### src/rtl/mem_stage.sv
`default_nettype none
// ============================================================================
// Module   : mem_stage
// Purpose  : Memory pipeline stage. Consumes registered EX results, performs
//            loads/stores over a req/gnt/rvalid data port, and emits a
//            single-cycle registered writeback bundle. Stalls upstream via
//            ready_o while an access is outstanding.
// Ports    : clk_i, rst_ni (async, active-low)
//            EX side   : valid_i, ready_o, pc_ex_i, instr_rdata_i,
//                        alu_result_i (effective address), data_b_i (rs2)
//            Memory    : data_req_o, data_gnt_i, data_addr_o, data_we_o,
//                        data_be_o, data_wdata_o, data_rvalid_i, data_rdata_i
//            WB side   : valid_o, pc_mem_o, instr_rdata_o, wb_data_o,
//                        wb_rd_o, wb_we_o, misaligned_o
// Revision : 1.0 - initial release
// ============================================================================
module mem_stage #(
  parameter int DATA_WIDTH = 32
) (
  input  logic                  clk_i,
  input  logic                  rst_ni,
  input  logic                  valid_i,
  output logic                  ready_o,
  input  logic [31:0]           pc_ex_i,
  input  logic [31:0]           instr_rdata_i,
  input  logic [DATA_WIDTH-1:0] alu_result_i,
  input  logic [DATA_WIDTH-1:0] data_b_i,
  output logic                  data_req_o,
  input  logic                  data_gnt_i,
  output logic [31:0]           data_addr_o,
  output logic                  data_we_o,
  output logic [3:0]            data_be_o,
  output logic [31:0]           data_wdata_o,
  input  logic                  data_rvalid_i,
  input  logic [31:0]           data_rdata_i,
  output logic                  valid_o,
  output logic [31:0]           pc_mem_o,
  output logic [31:0]           instr_rdata_o,
  output logic [DATA_WIDTH-1:0] wb_data_o,
  output logic [4:0]            wb_rd_o,
  output logic                  wb_we_o,
  output logic                  misaligned_o
);

  localparam logic [6:0] OPC_LOAD   = 7'b0000011;
  localparam logic [6:0] OPC_STORE  = 7'b0100011;
  localparam logic [6:0] OPC_OP     = 7'b0110011;
  localparam logic [6:0] OPC_OP_IMM = 7'b0010011;
  localparam logic [6:0] OPC_LUI    = 7'b0110111;
  localparam logic [6:0] OPC_AUIPC  = 7'b0010111;
  localparam logic [6:0] OPC_JAL    = 7'b1101111;
  localparam logic [6:0] OPC_JALR   = 7'b1100111;

  typedef enum logic [1:0] {
    IDLE = 2'd0,
    REQ  = 2'd1,
    RESP = 2'd2
  } state_t;

  state_t state, state_next;

  // ---------------- EX-side decode ----------------
  logic [6:0] opcode;
  logic [2:0] funct3;
  logic [4:0] rd;
  logic [1:0] addr_lo;
  logic       is_load, is_store, is_mem, is_jump, writes_rd;
  logic       size_byte, size_half, misaligned;
  logic       accept, retire;
  logic [3:0]  be_calc;
  logic [31:0] wdata_calc;

  assign opcode   = instr_rdata_i[6:0];
  assign rd       = instr_rdata_i[11:7];
  assign funct3   = instr_rdata_i[14:12];
  assign addr_lo  = alu_result_i[1:0];
  assign is_load  = (opcode == OPC_LOAD);
  assign is_store = (opcode == OPC_STORE);
  assign is_mem   = is_load | is_store;
  assign is_jump  = (opcode == OPC_JAL) | (opcode == OPC_JALR);
  assign writes_rd = (opcode == OPC_OP) | (opcode == OPC_OP_IMM) |
                     (opcode == OPC_LUI) | (opcode == OPC_AUIPC) | is_jump;

  // Unsigned byte/half encodings exist only for loads; every other unknown
  // funct3 falls through to a word access.
  assign size_byte  = (funct3 == 3'b000) | (is_load & (funct3 == 3'b100));
  assign size_half  = (funct3 == 3'b001) | (is_load & (funct3 == 3'b101));
  assign misaligned = is_mem & ((size_half & addr_lo[0]) |
                                (~size_byte & ~size_half & (addr_lo != 2'b00)));

  always_comb begin
    be_calc    = 4'b1111;
    wdata_calc = data_b_i[31:0];
    if (size_byte) begin
      be_calc    = 4'b0001 << addr_lo;
      wdata_calc = {4{data_b_i[7:0]}};
    end else if (size_half) begin
      be_calc    = addr_lo[1] ? 4'b1100 : 4'b0011;
      wdata_calc = {2{data_b_i[15:0]}};
    end
  end

  // ---------------- Captured access ----------------
  logic [31:0] req_addr;
  logic        req_we;
  logic [3:0]  req_be;
  logic [31:0] req_wdata;
  logic [31:0] req_pc;
  logic [31:0] req_instr;

  assign data_addr_o  = {req_addr[31:2], 2'b00};
  assign data_we_o    = req_we;
  assign data_be_o    = req_be;
  assign data_wdata_o = req_wdata;

  // ---------------- Load extraction ----------------
  logic [31:0] rshift, load_data;

  assign rshift = data_rdata_i >> {req_addr[1:0], 3'b000};

  always_comb begin
    load_data = data_rdata_i;
    case (req_instr[14:12])
      3'b000:  load_data = {{24{rshift[7]}}, rshift[7:0]};
      3'b100:  load_data = {24'd0, rshift[7:0]};
      3'b001:  load_data = {{16{rshift[15]}}, rshift[15:0]};
      3'b101:  load_data = {16'd0, rshift[15:0]};
      default: load_data = data_rdata_i;
    endcase
  end

  // ---------------- FSM ----------------
  always_ff @(posedge clk_i or negedge rst_ni) begin
    if (!rst_ni) state <= IDLE;
    else         state <= state_next;
  end

  always_comb begin
    state_next = state;
    ready_o    = 1'b0;
    data_req_o = 1'b0;
    case (state)
      IDLE: begin
        ready_o = 1'b1;
        if (valid_i && is_mem && !misaligned) state_next = REQ;
      end
      REQ: begin
        data_req_o = 1'b1;
        if (data_gnt_i) state_next = RESP;
      end
      RESP: begin
        // rvalid is only honoured here, so a response arriving together
        // with the grant is dropped.
        if (data_rvalid_i) state_next = IDLE;
      end
      default: state_next = IDLE;
    endcase
  end

  assign accept = valid_i & ready_o;
  assign retire = (state == RESP) & data_rvalid_i;

  // ---------------- Datapath / writeback registers ----------------
  always_ff @(posedge clk_i or negedge rst_ni) begin
    if (!rst_ni) begin
      req_addr      <= '0;
      req_we        <= 1'b0;
      req_be        <= '0;
      req_wdata     <= '0;
      req_pc        <= '0;
      req_instr     <= '0;
      valid_o       <= 1'b0;
      pc_mem_o      <= '0;
      instr_rdata_o <= '0;
      wb_data_o     <= '0;
      wb_rd_o       <= '0;
      wb_we_o       <= 1'b0;
      misaligned_o  <= 1'b0;
    end else begin
      valid_o <= 1'b0;
      if (accept) begin
        if (is_mem && !misaligned) begin
          req_addr  <= alu_result_i[31:0];
          req_we    <= is_store;
          req_be    <= be_calc;
          req_wdata <= wdata_calc;
          req_pc    <= pc_ex_i;
          req_instr <= instr_rdata_i;
        end else begin
          // Non-memory and misaligned instructions retire straight away.
          valid_o       <= 1'b1;
          pc_mem_o      <= pc_ex_i;
          instr_rdata_o <= instr_rdata_i;
          wb_rd_o       <= rd;
          misaligned_o  <= is_mem;
          wb_we_o       <= ~is_mem & writes_rd & (rd != 5'd0);
          wb_data_o     <= is_jump ? (pc_ex_i + 32'd4) : alu_result_i;
        end
      end else if (retire) begin
        valid_o       <= 1'b1;
        pc_mem_o      <= req_pc;
        instr_rdata_o <= req_instr;
        wb_rd_o       <= req_instr[11:7];
        misaligned_o  <= 1'b0;
        wb_we_o       <= ~req_we & (req_instr[11:7] != 5'd0);
        wb_data_o     <= req_we ? req_addr : load_data;
      end
    end
  end

endmodule
`default_nettype wire
### config.mk
export PLATFORM = sky130hd
export DESIGN_NAME = mem_stage
export DESIGN_NICKNAME = d
export VERILOG_FILES = /design/src/rtl/mem_stage.sv
export SDC_FILE = /design/constraint.sdc
export NUM_CORES = 1
export LEC_CHECK = 0
export ABC_AREA = 1
export BUFFER_PORTS_ARGS = -buffer_cell sky130_fd_sc_hd__buf_4
export CAP_MARGIN = 10
export CORE_MARGIN = 3
export CORE_UTILIZATION = 57
export CTS_BUF_LIST = sky130_fd_sc_hd__clkbuf_4 sky130_fd_sc_hd__clkbuf_8
export DETAILED_ROUTE_END_ITERATION = 6
export PLACE_DENSITY = 0.85
export SYNTH_ARGS = -nofsm -noshare
export SYNTH_HDL_FRONTEND = slang
export SYNTH_SLANG_ARGS = --single-unit
### constraint.sdc
create_clock -name clk_i -period 3.22 [get_ports clk_i]
set_input_delay 0.322 -clock clk_i [delete_from_list [all_inputs] [get_ports clk_i]]
set_output_delay 0.322 -clock clk_i [all_outputs]
set_load 0.05 [all_outputs]
==> impl_metrics.yaml <==
pwr:
  total_power_uw: 8290
  p_leak_uw: 0.00882
  max-vdd-ir-drop_v: 0.000306
  power_density_nw_per_um2: 510
synth:
  async_flop_share_pct: 100
  ys.flop_type: "dfrtp_1"
  yosysTopAreaCell: "dfrtp_1"
  netlist_area_um2: 12900
  ys_ff_latch: 234
  ys_top_cells_by_area: "dfrtp_1, nand2_1, nand3_1"
  avgSynthCellArea_um2: 6.94
  syn_inst: 1862
  ys_warn_count: 0
  synth.distinct_cells: 34
  synth_edf_count: 0
  ys_seq_area_share_pct: 45.3
  synth_top_area_share_pct: 45.3
worst_setup_path:
  r2r_start: "state[1]"
  crit_path_end_kind: "register"
  critPathArrivalTime_ps: 2840
  path_class: "reg2reg"
  rr_worst_depth: 9
  reg2reg_slack_ps: 810
  setup.worst_path.start_class: "register"
  critPathMaxFanout: 60
  cp.required_ps: 3650
  r2r-end: "wb_we_o"
final_layout:
  fillCellCount: 1785
  layout_common_cells: "nand2_1, buf_4, dfrtp_1, nand3_1, o21ai_0"
  fin_cells: 2443
  final_common_cell: "nand2_1"
  nNetsFinal: 2304
  layout-drive-gt1-share_pct: 20.7
  syn_to_final_growth_pct: 25.9
route:
  drt_wl_total_um: 44700
  drc: 38
  via_count: 13821
  drtAntennaViolNets: 0
  firstDrtPassIters: 7
  drt_iter0_drc: 1543
  vias_per_cell: 5.66
  post_drt_wl_per_cell_um: 18.3
floorplanning:
  die_w_um: 157
  start_util_pct: 58.6
  die-area_um2: 24500
  dieHeight_um: 157
  fp-row-count: 54
  core_um2: 22000
  io_pins: 340
placed_design:
  pre_cts_slack_ps: 782
  placed_cells: 2363
  io_buffers: 337
  hpwlAfterDp_um: 31800
  gp_congestion: 0.977
clocking:
  cts_resized: 0
  tritoncts: "built"
  cts_setup_buffers: 0
  cts_buffers: 41
  htree_levels: 2
  holdBufCountCts: 11
  clock_latency_ps: 560
  clockBufferDepth: 3
  cts.sinks: 234
  cts-root-buf: "clkbuf_8"
  clkTransAtPathRegs_ps: 60
outcome:
  violations: "DRC"
  status: "finished, violations left"
sta:
  tns_ps: 0
  slew_headroom_pct: 43.2
  fin_ws_ps: 806
  setup_viol: 0
  clock_skew_ps: 25.1
  fin_crit_sh_pct: 75.0
  hold_violations: 0
  max_freq_ghz: 0.414
  whs_ps: 10.6
  grt_setup_unrepaired: "no"
  min_period_ps: 2410
  tightest_slew_ps: 852
  slew_violations: 0
global_route:
  grt_pass1_vias: 12999
  track_usage_pct: 36.0
  grt_start_max_net_pins: 137
  antenna_found_initial: 2
  gr-total-overflow: 0
  grt_pass1_wl_um: 70000
hold_path:
  min-delay-start: "alu_result_i[31]"
  min_to: "req_addr[31]"
  hold_depth: 3
  worstHoldPathType: "in2reg"
flow_run:
  drv_cap: 0
synth_stat cells (8+ instances only):
library cell  instances
nand2_1             821
dfrtp_1             234
nand3_1             208
o21ai_0             136
nor2_1              105
inv_1                81
a21oi_1              65
clkbuf_1             54
buf_4                43
buf_2                34
o21ai_1              19
a21boi_0              8
buf_1                 8
power by group:
part | internal [uW] | switching, uW
Sequential | 3190 | 187
Combinational | 681 | 1520
Clock | 1480 | 1220
flip-flops by register name, indices dropped and copies added (netlist names):
signal and cells:
data_wdata_o 32, instr_rdata_o 32, pc_mem_o 32, req_addr 32, req_instr 32, req_pc 32
wb_data_o 32, data_be_o 4, state 2, data_we_o 1, misaligned_o 1, valid_o 1
wb_we_o 1
area by class of cell:
cell class	instances	area, um2	share of cell area (%)
antenna	2	5.00	0.0308
clock buffer	62	753	4.63
clock inverter	4	30.0	0.185
inverter	87	327	2.01
multi-input combinational	1401	6030	37.1
sequential	234	5860	36.0
tap	280	350	2.15
timing repair buffer	373	2910	17.9
routing by layer:
metal  vias up  track usage [%]  wire [um]
met2       832             56.3      20500
met4         0             14.6       1850
met1      6399             47.5      17100
met5         -                0          0
li1       6455                -          -
met3       135             10.2       5220
critical path, stage by stage, from the launching register on:
cell and delay, ps:
dfrtp_1 440, nor2_1 120, nand2_4 80, buf_4 510, buf_4 570, o21ai_0 190
nand2_1 100, o21ai_0 80, nand2_1 110, nand2_1 60
metrics by stage:
step | util (%) | cell area (um2)
2_1_floorplan | - | 12900
3_3_place_gp | 69.7 | 15400
3_5_place_dp | 69.7 | 15400
4_1_cts | 73.8 | 16200
5_1_grt | 73.8 | 16300
6_report | 73.8 | 16300
kinds of logic (layout without fill, tap and decap cells):
| group | Yosys count | after routing | synth area share [%] |
|---|---|---|---|
| xor+xnor | 7 | 7 | 0.475 |
| other cells | 1 | 4 | 0.0290 |
| flops | 234 | 234 | 45.3 |
| fa+ha+maj | 1 | 1 | 0.0969 |
| simple gates | 1155 | 1155 | 36.3 |
| buf+inv | 228 | 526 | 8.32 |
| compound gates | 236 | 236 | 9.46 |
worst max-delay path by stage:
stage                            from                end  slack, ps  cells after the start
floorplan                    state[1]       req_addr[10]        930                      8
finish                       state[1]            wb_we_o        810                      9
global placement    instr_rdata_i[13]        pc_mem_o[0]        900                     13
global route              req_addr[0]      wb_data_o[20]        640                      9
CTS                          state[1]            wb_we_o        860                      9
detailed placement  instr_rdata_i[13]  instr_rdata_o[30]        780                     13
No activity file was read; power rests on OpenSTA's default activity.
